--- config.mk ---
export PLATFORM = sky130hd
export DESIGN_NAME = audio_mixer_dsm_dac
export DESIGN_NICKNAME = d
export VERILOG_FILES = /design/src/rtl/audio_mixer_dsm_dac.sv
export SDC_FILE = /design/constraint.sdc
export NUM_CORES = 1
export LEC_CHECK = 0
export ABC_AREA = 1
export CAP_MARGIN = 30
export CORE_MARGIN = 4
export CORE_UTILIZATION = 55
export DETAILED_ROUTE_END_ITERATION = 10
export GPL_TIMING_DRIVEN = 0
export PLACE_DENSITY = 0.82
export REMOVE_ABC_BUFFERS = 1
export SYNTH_ARGS = -nofsm -noshare
export SYNTH_HDL_FRONTEND = slang
export SYNTH_SLANG_ARGS = --single-unit
--- constraint.sdc ---
create_clock -name clk_i -period 6.8 [get_ports clk_i]
set_input_delay 2.04 -clock clk_i [delete_from_list [all_inputs] [get_ports clk_i]]
set_output_delay 2.04 -clock clk_i [all_outputs]
set_load 0.01 [all_outputs]
--- src/rtl/audio_mixer_dsm_dac.sv ---
// Multi-channel gain/mix front end driving a 1st- or 2nd-order delta-sigma DAC bitstream.
// Optional LFSR dither on the modulator input: define AUDIO_MIXER_DSM_DAC_DITHER_EN.
module audio_mixer_dsm_dac #(
  parameter int unsigned CHANNELS   = 4,
  parameter int unsigned DATA_WIDTH = 16,
  parameter int unsigned GAIN_WIDTH = 8,
  parameter int unsigned DSM_ORDER  = 1
) (
  input  logic                             clk_i,
  input  logic                             arstn_i,
  input  logic                             sample_valid_i,
  output logic                             sample_ready_o,
  input  logic [CHANNELS*DATA_WIDTH-1:0]   samples_i,
  input  logic [CHANNELS*GAIN_WIDTH-1:0]   gains_i,
  input  logic                             mute_i,
  output logic [DATA_WIDTH-1:0]            mix_o,
  output logic                             mix_valid_o,
  output logic                             clip_o,
  output logic                             output_o
);

  localparam int unsigned PW = DATA_WIDTH + GAIN_WIDTH;
  localparam int unsigned CW = $clog2(CHANNELS);
  localparam int unsigned AW = PW + CW + 1;
  localparam int unsigned SW = AW - GAIN_WIDTH;
  localparam int unsigned IW = (CHANNELS > 1) ? CW : 1;

  typedef enum logic [1:0] {IDLE, MAC, SCALE} state_e;

  state_e                           state_q, state_d;
  logic [CHANNELS*DATA_WIDTH-1:0]   samp_q, samp_d;
  logic [CHANNELS*GAIN_WIDTH-1:0]   gain_q, gain_d;
  logic [IW-1:0]                    idx_q, idx_d;
  logic [AW-1:0]                    acc_q, acc_d;
  logic [DATA_WIDTH-1:0]            mix_q, mix_d;
  logic                             clip_q, clip_d;

  logic [PW-1:0]                    prod;
  logic [AW-1:0]                    acc_sum;
  logic [SW-1:0]                    scaled;
  logic                             last_ch;
  logic                             sat;

  // FSM: state register
  always_ff @(posedge clk_i or negedge arstn_i) begin
    if (!arstn_i) state_q <= IDLE;
    else          state_q <= state_d;
  end

  // FSM: next state
  always_comb begin
    state_d = state_q;
    unique case (state_q)
      IDLE:    if (sample_valid_i) state_d = MAC;
      MAC:     if (last_ch)        state_d = SCALE;
      SCALE:                       state_d = IDLE;
      default:                     state_d = IDLE;
    endcase
  end

  // FSM: outputs
  always_comb begin
    sample_ready_o = (state_q == IDLE);
    mix_valid_o    = (state_q == SCALE);
    clip_o         = (state_q == SCALE) && clip_q;
  end

  assign mix_o = mix_q;

  always_comb begin
    prod    = PW'(samp_q[idx_q*DATA_WIDTH +: DATA_WIDTH]) * PW'(gain_q[idx_q*GAIN_WIDTH +: GAIN_WIDTH]);
    acc_sum = acc_q + AW'(prod);
    scaled  = acc_sum[AW-1:GAIN_WIDTH];
    sat     = |scaled[SW-1:DATA_WIDTH];
    last_ch = (idx_q == IW'(CHANNELS - 1));
  end

  // The scale/saturate step is folded into the final MAC cycle so that mix_o
  // is already updated during SCALE, where mix_valid_o is high.
  always_comb begin
    samp_d = samp_q;
    gain_d = gain_q;
    idx_d  = idx_q;
    acc_d  = acc_q;
    mix_d  = mix_q;
    clip_d = clip_q;
    unique case (state_q)
      IDLE: begin
        if (sample_valid_i) begin
          samp_d = samples_i;
          gain_d = gains_i;
          idx_d  = '0;
          acc_d  = '0;
        end
      end
      MAC: begin
        acc_d = acc_sum;
        if (last_ch) begin
          mix_d  = sat ? '1 : scaled[DATA_WIDTH-1:0];
          clip_d = sat;
        end else begin
          idx_d = idx_q + IW'(1);
        end
      end
      default: ;
    endcase
  end

  always_ff @(posedge clk_i or negedge arstn_i) begin
    if (!arstn_i) begin
      samp_q <= '0;
      gain_q <= '0;
      idx_q  <= '0;
      acc_q  <= '0;
      mix_q  <= '0;
      clip_q <= 1'b0;
    end else begin
      samp_q <= samp_d;
      gain_q <= gain_d;
      idx_q  <= idx_d;
      acc_q  <= acc_d;
      mix_q  <= mix_d;
      clip_q <= clip_d;
    end
  end

  logic [DATA_WIDTH-1:0] x;

`ifdef AUDIO_MIXER_DSM_DAC_DITHER_EN
  logic [15:0]         lfsr_q, lfsr_d;
  logic [DATA_WIDTH:0] dsum;

  always_comb begin
    lfsr_d = {lfsr_q[14:0], lfsr_q[15] ^ lfsr_q[13] ^ lfsr_q[12] ^ lfsr_q[10]};
    dsum   = {1'b0, mix_q} + (DATA_WIDTH+1)'(lfsr_q[1:0]);
    if (mute_i)       x = '0;
    else if (dsum[DATA_WIDTH]) x = '1;
    else              x = dsum[DATA_WIDTH-1:0];
  end

  always_ff @(posedge clk_i or negedge arstn_i) begin
    if (!arstn_i) lfsr_q <= 16'hACE1;
    else          lfsr_q <= lfsr_d;
  end
`else
  always_comb x = mute_i ? '0 : mix_q;
`endif

  if (DSM_ORDER == 1) begin : g_dsm1
    logic [DATA_WIDTH:0] a_q, a_d;
    logic                out_q;

    always_comb a_d = {1'b0, a_q[DATA_WIDTH-1:0]} + {1'b0, x};

    always_ff @(posedge clk_i or negedge arstn_i) begin
      if (!arstn_i) begin
        a_q   <= '0;
        out_q <= 1'b0;
      end else begin
        a_q   <= a_d;
        out_q <= a_q[DATA_WIDTH];
      end
    end

    assign output_o = out_q;
  end else if (DSM_ORDER == 2) begin : g_dsm2
    localparam int unsigned IN = DATA_WIDTH + 4;
    localparam int unsigned EW = DATA_WIDTH + 6;
    localparam logic signed [EW-1:0] HI = {{(EW-IN+1){1'b0}}, {(IN-1){1'b1}}};
    localparam logic signed [EW-1:0] LO = {{(EW-IN+1){1'b1}}, {(IN-1){1'b0}}};

    logic signed [IN-1:0] i1_q, i1_d, i2_q, i2_d;
    logic signed [EW-1:0] i1e, i2e, xe, fb, s1, s2;
    logic                 out_q, out_d;

    function automatic logic signed [IN-1:0] clamp(input logic signed [EW-1:0] v);
      if (v > HI)      return HI[IN-1:0];
      else if (v < LO) return LO[IN-1:0];
      else             return v[IN-1:0];
    endfunction

    always_comb begin
      i1e   = {{(EW-IN){i1_q[IN-1]}}, i1_q};
      i2e   = {{(EW-IN){i2_q[IN-1]}}, i2_q};
      xe    = {{(EW-DATA_WIDTH){1'b0}}, x};
      fb    = {{(EW-DATA_WIDTH-1){1'b0}}, out_q, {DATA_WIDTH{1'b0}}};
      s1    = i1e + xe - fb;
      s2    = i2e + i1e - fb;
      i1_d  = clamp(s1);
      i2_d  = clamp(s2);
      out_d = ~i2_d[IN-1];
    end

    always_ff @(posedge clk_i or negedge arstn_i) begin
      if (!arstn_i) begin
        i1_q  <= '0;
        i2_q  <= '0;
        out_q <= 1'b0;
      end else begin
        i1_q  <= i1_d;
        i2_q  <= i2_d;
        out_q <= out_d;
      end
    end

    assign output_o = out_q;
  end else begin : g_bad_order
    $error("audio_mixer_dsm_dac: DSM_ORDER must be 1 or 2");
  end

endmodule
# Yosys cells after proc, flatten, opt, wreduce, memory -nomap -nowiden
# Cells that the tools add are included.
# Widths: inputs -> output; s select.
[classes]
muxes = 10
n_mul = 1
n_eq_ne = 6
reduce_logical = 9
shift = 2
n_addsub = 3
[op_table]
columns = ["op", "count"]
rows = [
  ["$shiftx 64x7->16", 1],
  ["$pmux 27 s2", 1],
  ["$mux 16", 2],
  ["$shiftx 32x6->8", 1],
  ["$add 27x24->27", 1],
  ["$mux 27", 1],
  ["$mul 16x8->24", 1],
  ["$add 16x16->17", 1],
  ["$mux 2", 4],
  ["$pmux 2 s2", 2],
  ["$reduce_and 2->1", 4],
  ["$ne 2x2->1 const B", 3],
  ["$eq 2x2->1 const B", 2],
  ["$reduce_and 3->1", 1],
  ["$reduce_or 3->1", 1],
  ["$add 2x1->2 const B", 1],
  ["$eq 2x1->1 const B", 1],
  ["$logic_not 2->1", 1],
  ["$reduce_bool 2->1", 1],
  ["$logic_and 1x1->1", 1],
]
[totals]
register_bits = 162

# Depth between registers and ports, before layout
[depth]
word_depth = 5
ltp_mapped = 30

# Worst setup path before layout
# No wires, ideal clock.
[synth_path]
path_type = "flip-flop to flip-flop"
start = "register idx_q[0]"
end = "register mix_q[10] (netlist: mix_o[10])"
arrival_time_ns = 5.023
synth_period_minus_slack_ns = 5.142
path_buffers = 3
stages_incl_launch_ff = 27
slack_ns = 1.658
cell_sequence = "dfrtp_1 -> inv_1 -> buf_2 -> clkbuf_1 -> nand2_1 -> a32oi_1 -> inv_1 -> nor2_1 -> fa_1 -> fa_1 -> fa_1 -> inv_1 -> fa_1 -> inv_1 -> ha_1 -> nand2_2 -> inv_1 -> nand2_1 -> nand2_1 -> nand2_1 -> nand2_1 -> nand2_1 -> nand4_1 -> nand2_4 -> nand3_4 -> buf_6 -> o21a_1"
[synth_via]
elab_chain_cells = 5
[synth_rtl]
columns = ["item", "line", "source"]
rows = [
  ["start: declaration", "33", "logic [IW-1:0] idx_q, idx_d;"],
  ["start signal: assignment", "120", "idx_q <= idx_d;"],
  ["$shiftx 64x7->16 / $shiftx 32x6->8 (equally long branches)", "71", "prod = PW'(samp_q[idx_q*DATA_WIDTH +: DATA_WIDTH]) * PW'(gain_q[idx_q*GAIN_WIDTH +: GAIN_WIDTH]);"],
  ["$mul 16x8->24", "71", ""],
  ["$add 27x24->27", "72", "acc_sum = acc_q + AW'(prod);"],
  ["$reduce_or 3->1", "74", "sat = |scaled[SW-1:DATA_WIDTH];"],
  ["$mux 16", "99", "mix_d = sat ? '1 : scaled[DATA_WIDTH-1:0];"],
  ["end signal: assignment", "122", "mix_q <= mix_d;"],
  ["end: declaration", "35", "logic [DATA_WIDTH-1:0] mix_q, mix_d;"],
]
# Several ways; a longest one is shown, not always the timed one.
# A chain may end at the register's enable or synchronous reset.

# Worst setup path after layout
[layout_path]
start = "register idx_q[0]"
end = "register mix_q[6] (netlist: mix_o[6])"
# The elaborated chain is that of the path after synthesis.

==> out/qor.csv <==
metric;value;unit
status;finished, final reports clean;
period utilisation layout;93.8;%
arrival time worst endpoint;6.71;ns
FF+latch area;4060;sq um
clk sinks;162;
routed wire length;30900;microns
largest net degree at the start of global routing;105;
Tmin final;6.38;ns
CP cell instances;inv_8 > nand2_1 > a32oi_1 > inv_1 > nor2_1 > fa_1 > fa_1 > fa_1 > inv_1 > fa_1 > inv_1 > ha_1 > nand2_1 > inv_1 > a21oi_1 > nand2_1 > a21oi_1 > xor2_1 > nand2_1 > o21a_1;
Routed Antenna Nets;0;
CTS Hold Bufs;0;
vias per cell;5.33;
routed len/inst;15.2;microns
routability cong.;0.918;
Area growth syn-to-layout;16.3;%
area occupied by multi-input gates;7260;sq um
top-area cell type share of the netlist area;32.2;%
most frequent cell after synthesis;nand2_1;
postcts setup bufs;0;
Tot GR Track Use;25.3;%
Reg clk slew, reported paths;0.08;ns
HP Start;g_dsm1.a_q[16];
synthesis-stage register bit count;162;
NumNets Final;2001;
# diodes;0;
FFs w/ async S/R, synth;100;%
worst skew pair latency;0.44;ns
RSZ-0062 raised after global routing;false;
Initial DRC Count;845;
fillers;1882;
Avg Cell Area, Syn;7.68;sq um
Hold Path Cell Cnt;0;
Clock Tree Root;clkbuf_16;
CP Class;reg -> reg;
Rows;55;
CP max stage cell;dfrtp_4;
Clock Path Buffers;2;
Yosys top cell by area;dfrtp_1;
Synthesis Warnings;0;
Design Area, Final;14600;sq um
Core ar.;22600;sq um
total CTS buffers;17;
Worst Tran Pin Value;0.946;ns
Post-DP Area;14000;sq um
clock skew;0.0196;ns
r2r endpoint;mix_o[6];
Reg2Reg Depth;20;
relative slew slack;37.0;%
top cells by count, synth;nand2_1 (608), inv_1 (278), dfrtp_1 (162);
CP Depth;20;
CP Max Fanout;50;
Post-synth EDFFs;0;
synth unique cells;42;
Die Wd;159;microns
worst min path class;reg -> reg;
Congestion Overflow GR;0;
Mapped Cells;1637;
post-layout util;64.7;%
worst r2r src;idx_q[0];
crit-path leading delay family;adder cells;
vias in the first global route;11300;
initial core utilization;55.7;%
Crit. End Element;flip-flop;
Final setup viols;0;
synth top area cells;dfrtp_1 (32%), nand2_1 (18%), fa_1 (17%);
routed vias;10800;
PortBufs;119;
Die Height;159;microns
hold slack;0.357;ns
drt drc;0;
share of layout cells above drive strength 1;4.37;%
CP required;7.13;ns
synthesized cell area;12600;sq um
Slew Limit Fails;0;
register area share after synthesis;32.2;%
post-detail-place hpwl;22800;microns
Die Area;25300;sq um
CTS tree;built;
# IOs;120;
WHS Endpoint;output_o;
worst path bufs/invs;5;
Max Cap Violations;0;
Hold Violations, Final;0;
fmax;0.157;GHz
H-tree depth;4;
Top FF cell, synth;dfrtp_1;
Initial DRT Pass Iterations;6;
antenna violations before repair;0;
nature of the critical path startpoint;flip-flop;
first-pass GRT wire length;53000;microns
crit-path max cell delay;0.72;ns
worst reg-to-reg setup slack;0.42;ns
[flip-flops by register name, summed over array words and instances, names as in the netlist]
name	cells
samp_q	64
gain_q	32
acc_q	27
g_dsm1.a_q	17
mix_o	16
idx_q	2
state_q	2
clip_q	1
output_o	1
[per-layer routing]
layer | wire length (microns) | up-vias | track usage, %
li1 | - | 5122 | -
met1 | 12500 | 5213 | 31.6
met2 | 15300 | 378 | 43.7
met3 | 2030 | 88 | 5.28
met4 | 1050 | 0 | 9.47
met5 | 0 | - | 0
[cell type report]
cell class / instances / share of cell area [%]
sequential: 162 / 27.8
clock inverter: 14 / 1.04
multi-input combinational: 1138 / 49.6
tap: 285 / 2.44
inverter: 286 / 7.41
clock buffer: 18 / 3.01
timing repair buffer: 123 / 8.69
[logic make-up after synthesis]
group | after synthesis | share of synthesized area (%)
AO/OA/AOI/OAI | 136 | 6.74
flip-flops | 162 | 32.2
XOR/XNOR | 25 | 1.74
AND/OR/NAND/NOR | 804 | 25.4
buffers and inverters | 337 | 10.3
adder cells (fa/ha/maj) | 173 | 23.6
[placed cells by master (no fill, tap or decap), types with 4 or more instances in the layout]
cell type / netlist / final
nand2_1: 608 / 607
inv_1: 278 / 276
dfrtp_1: 162 / 161
nor2_1: 132 / 132
clkdlybuf4s50_1: 0 / 118
fa_1: 107 / 107
ha_1: 66 / 66
a21oi_1: 53 / 53
nand3_1: 23 / 23
o21ai_0: 22 / 22
a32oi_1: 24 / 21
clkbuf_16: 0 / 17
xor2_1: 14 / 14
o22ai_1: 12 / 12
o21a_1: 11 / 11
nand4_1: 11 / 11
xnor2_1: 11 / 11
nand2_2: 11 / 11
inv_8: 0 / 7
inv_2: 7 / 7
nand2_4: 3 / 4
nor2_2: 4 / 4
[what timing repair did]
action,4_1_cts,5_1_grt
endpoints found under the setup margin,22,35
pin swaps,0,0
gates resized for setup,2,5
[metrics by stage]
stage | cells | setup slack (ns) | TNS [ns]
after floorplan | 1586 | 0.499 | 0
after global placement | 1990 | -3.16 | -582.43
after detailed placement | 1994 | -0.237 | -2.94
after CTS | 2026 | 0.0760 | 0
after global routing | 2026 | 0.0583 | 0
final | 2026 | 0.422 | 0
[how the worst max path moves through the flow]
stage                        start    endpoint
after floorplan           idx_q[0]    mix_o[0]
after global placement     arstn_i  samp_q[43]
after detailed placement  idx_q[0]   mix_o[13]
after CTS                 idx_q[0]   mix_o[12]
after global routing      idx_q[1]   mix_o[13]
final                     idx_q[0]    mix_o[6]
[worst reg2reg max path: stages, from the launching register on]
cell     delay (ns)
dfrtp_4        0.72
inv_8          0.37
nand2_1        0.11
a32oi_1        0.53
inv_1          0.45
nor2_1         0.24
fa_1           0.45
fa_1           0.48
fa_1           0.57
inv_1          0.06
fa_1           0.55
inv_1          0.05
ha_1           0.35
nand2_1        0.13
inv_1          0.06
a21oi_1        0.15
nand2_1        0.15
a21oi_1        0.21
xor2_1         0.35
nand2_1        0.11
o21a_1         0.20
Power is not shown: default switching activity piles up to over one toggle a cycle in this logic, so the estimate is an artifact.
==> RTL change 1, RTL diff (same settings) <==
Build with the macro `AUDIO_MIXER_DSM_DAC_DITHER_EN` defined.
--- a/src/rtl/audio_mixer_dsm_dac.sv
+++ b/src/rtl/audio_mixer_dsm_dac.sv
@@ -1,5 +1,7 @@
 // Multi-channel gain/mix front end driving a 1st- or 2nd-order delta-sigma DAC bitstream.
 // Optional LFSR dither on the modulator input: define AUDIO_MIXER_DSM_DAC_DITHER_EN.
+`define AUDIO_MIXER_DSM_DAC_DITHER_EN
+
 module audio_mixer_dsm_dac #(
   parameter int unsigned CHANNELS   = 4,
   parameter int unsigned DATA_WIDTH = 16,
Behaviour: same outputs for any inputs over 4 cycles, from zero or initial values and one cycle with arstn_i low; that may be too few to reach the edited logic, so the function may still have changed.
==> RTL change 1 against the unedited design <==
Maximum frequency increased by 0.34%. Wire length increased by 2.3%. Count of clock-buffer cells in the layout decreased by 1. Setup slack improved by 0.021 ns. Global-route usage decreased by 0.69 points. Synthesized area increased by 6.6%. Utilization increased by 0.54 points. Sequential cell count increased by 16. Cell area increased by 6.1%. Worst hold slack got worse by 0.0078 ns. Sequential share of layout area increased by 1.0 points.
Power is left out: the tool's default activity adds up to more than one toggle a clock period on the data nets, which glitch-free logic cannot reach.
==> RTL change 1: results <==
{
  "fin_nets": 2100,
  "dr.pass1.iters": 7,
  "r2r_slack_ns": 0.44,
  "cp.arrival_ns": 6.69,
  "vias_per_cell": 5.201,
  "synthAdderAreaFrac_pct": 22.48,
  "n_fill_cell": 1982,
  "r2r_cells": 22,
  "yosysUniqueCellTypes": 44,
  "finalCritPeriodShare_pct": 93.48,
  "worst_slew_margin_rel_pct": 32.23,
  "worst_clock_skew_ns": 0.01732,
  "place_congestion": 0.9162,
  "whs_endpoint": "lfsr_q[9]",
  "synth_xor_area_share_pct": 2.353,
  "outcome": "completed",
  "grt_pass1_vias": 11278,
  "grt_pass1_wl_um": 53630,
  "ys_seq_area_share_pct": 33.31,
  "regToRegEndpoint": "mix_o[11]",
  "whs_ns": 0.3496,
  "worst_hold_startpoint": "lfsr_q[8]",
  "drt_iter0_markers": 778,
  "netlist_top_cells_area": "dfrtp_1 (32%), nand2_1 (18%), fa_1 (16%), inv_1 (8.5%), ha_1 (6.3%)",
  "dp_hpwl_um": 23930
}
[RTL change 1: changes by cell type after synthesis, moves of 9 or more]
| cell | before | now |
|---|---|---|
| inv_1 | 278 | 302 |
| nand2_1 | 608 | 636 |
| clkbuf_1 | 31 | 17 |
| buf_2 | 15 | 24 |
| o21a_1 | 11 | 0 |
[RTL change 1: cells by family after synthesis]
kind of cell | Yosys count
adder cells (fa/ha/maj) | 176
AND/OR/NAND/NOR | 846
AO/OA/AOI/OAI | 138
XOR/XNOR | 36
buffers and inverters | 358
flip-flops | 178
[RTL change 1: per-layer routing]
layer  vias up  part of all wire (%)  GRT usage, %
met3        54                   5.6         4.316
met5         -                     0             0
met1      5371                    44         33.73
met2       377                    48         40.64
li1       5412                     -             -
met4         0                   2.0         7.015
[RTL change 1: what timing repair did]
| item | CTS | global route |
|---|---|---|
| setup buffers | 0 | 0 |
| setup endpoints to repair | 11 | 22 |
| gates resized for setup | 1 | 5 |
| pin swaps | 0 | 0 |
| cloned | 0 | 0 |
[RTL change 1: per-stage QoR]
stage	std cells	util, %	area, µm²
floorplan	1683	-	13180
global placement	2121	62.19	14770
finish	2156	65.29	15510
CTS	2156	65.19	15480
global route	2156	65.29	15510
detailed placement	2124	62.53	14850
[RTL change 1: worst max-delay path: stages (launching register included)]
cell      delay, ns
dfrtp_4        0.71
inv_8          0.32
nand2_1        0.09
a32oi_1        0.52
inv_1          0.43
nor2_1         0.29
fa_1           0.46
fa_1           0.52
fa_1           0.54
inv_1          0.05
fa_1           0.53
inv_1          0.04
ha_1           0.35
nand2_1        0.15
inv_1          0.07
a21oi_1        0.32
nor2_1         0.08
nor2_1         0.14
nand3b_1       0.10
nand2_1        0.15
nand4_1        0.14
nand2_1        0.09
nand2_1        0.07
[RTL change 1: worst max path at each step]
stage | from | to | cells past startpoint
2_1_floorplan | idx_q[0] | mix_o[12] | 22
3_3_place_gp | arstn_i | samp_q[62] | 1
3_5_place_dp | idx_q[0] | mix_o[7] | 22
4_1_cts | idx_q[0] | mix_o[7] | 22
5_1_grt | idx_q[0] | mix_o[7] | 22
6_report | idx_q[0] | mix_o[11] | 22
[RTL change 1: final cells by class]
| type | instances | share of cell area [%] |
|---|---|---|
| Timing Repair Buffer | 122 | 8.117 |
| Inverter | 309 | 7.544 |
| Multi-Input combinational cell | 1196 | 48.89 |
| Sequential cell | 178 | 28.81 |
| Tap cell | 319 | 2.574 |
| Clock inverter | 15 | 1.323 |
| Clock buffer | 17 | 2.743 |
==> RTL change 2, RTL diff (same settings) <==
Made on the original files. The 3 states of `state_e` get a one-hot encoding in 3 bits.
--- a/src/rtl/audio_mixer_dsm_dac.sv
+++ b/src/rtl/audio_mixer_dsm_dac.sv
@@ -25,7 +25,7 @@
   localparam int unsigned SW = AW - GAIN_WIDTH;
   localparam int unsigned IW = (CHANNELS > 1) ? CW : 1;
 
-  typedef enum logic [1:0] {IDLE, MAC, SCALE} state_e;
+  typedef enum logic [2:0] {IDLE = 3'b001, MAC = 3'b010, SCALE = 3'b100} state_e;
 
   state_e                           state_q, state_d;
   logic [CHANNELS*DATA_WIDTH-1:0]   samp_q, samp_d;
Function: same outputs for any inputs over 4 cycles, from zero or initial values and one cycle with arstn_i low; so few cycles prove little.
==> RTL change 2 against the unedited design <==
Die area increased by 0.70%. Cell area increased by 1.3%. Setup slack improved by 0.026 ns. Largest cell class unchanged. Synthesized cell count about the same. Wire length decreased by 4.3%. Global-route usage decreased by 1.7 points. Utilization increased by 0.63 points. First-iteration DRC count decreased by 2.4%. Final cell count increased by 0.15%. Sequential cell count increased by 1. Synthesized area increased by 0.74%.
Power is not shown: default switching activity piles up to over one toggle a cycle in this logic, so the estimate is an artifact.
==> RTL change 2: results <==
{
  "place_congestion": 0.9210,
  "dp_hpwl_um": 22230,
  "crit_end": "mix_o[1]",
  "worst_slew_margin_rel_pct": 46.73,
  "yosysUniqueCellTypes": 45,
  "vias_per_cell": 5.182,
  "post_drt_wl_per_cell_um": 14.56,
  "dr.pass1.iters": 6,
  "worst_clock_skew_ns": 0.01173,
  "cp_top_family": "adder cells",
  "drt_iter0_markers": 825,
  "drv_cap": 0,
  "synthTopCellsByCount": "nand2_1 (587), inv_1 (275), dfrtp_1 (162), nor2_1 (148), fa_1 (107)",
  "grt_max_degree": 98,
  "synth.avg_cell_area_um2": 7.731,
  "placed_cells": 1995,
  "r2r_cells": 23,
  "r2r_slack_ns": 0.45,
  "layout-drive-gt1-share_pct": 5.619,
  "outcome": "completed",
  "cp.arrival_ns": 6.68,
  "drt_wl_total_um": 29550,
  "path_max_fanout": 28,
  "ys_seq_area_share_pct": 32.22,
  "grt_pass1_wl_um": 50180,
  "critPathMaxStageDelay_ns": 0.64,
  "grtUsageTotal_pct": 23.68
}
## RTL change 2: cell count changes in the layout (fill, tap and decap cells not counted), moves of 3 or more
cell | before | now
inv_8 | 7 | 4
nand3_1 | 23 | 29
inv_1 | 276 | 273
nand2_1 | 607 | 586
clkinv_8 | 2 | 5
o21a_1 | 11 | 1
nor2_1 | 132 | 147
nor2_2 | 4 | 14
nor2_4 | 2 | 10
## RTL change 2: kinds of logic after synthesis
kind of cell	synth area share (%)
AOI/OAI and AO/OA	6.126
xor gates and xnor gates	1.660
adders and majority gates	23.44
buffers and inverters	10.28
DFF	32.22
and+or+nand+nor	26.28
## RTL change 2: through the flow
| stage | utilization (%) | setup TNS (ns) | area, µm² | hold WS [ns] | setup WS (ns) |
|---|---|---|---|---|---|
| finish | 65.37 | 0 | 14800 | 0.3547 | 0.4480 |
| detailed placement | 62.38 | -1.497 | 14120 | 0.3448 | -0.1426 |
| floorplan | - | 0 | 12420 | 0.3312 | 0.3778 |
| global placement | 61.68 | -526.96 | 13960 | 0.3332 | -3.009 |
| CTS | 65.07 | 0 | 14730 | 0.3630 | 0.1298 |
| global route | 65.37 | 0 | 14800 | 0.3678 | 0.03712 |
## RTL change 2: layer usage
layer | GRT usage [%] | share of wire [%] | up-vias
met1 | 31.80 | 43 | 5005
met3 | 4.052 | 5.7 | 53
met4 | 8.560 | 2.7 | 0
li1 | - | - | 5125
met2 | 39.03 | 48 | 332
met5 | 0 | 0 | -
## RTL change 2: cell type report
type / count / area [µm²]
clock buffers: 17 / 425.4
repair inverters: 1 / 5.005
fillers: 1881 / 7840
well taps: 285 / 356.6
inverters: 281 / 1061
multi-input cells: 1141 / 7333
flip-flops and latches: 163 / 4084
repair buffers: 126 / 1358
clock inverters: 15 / 177.7
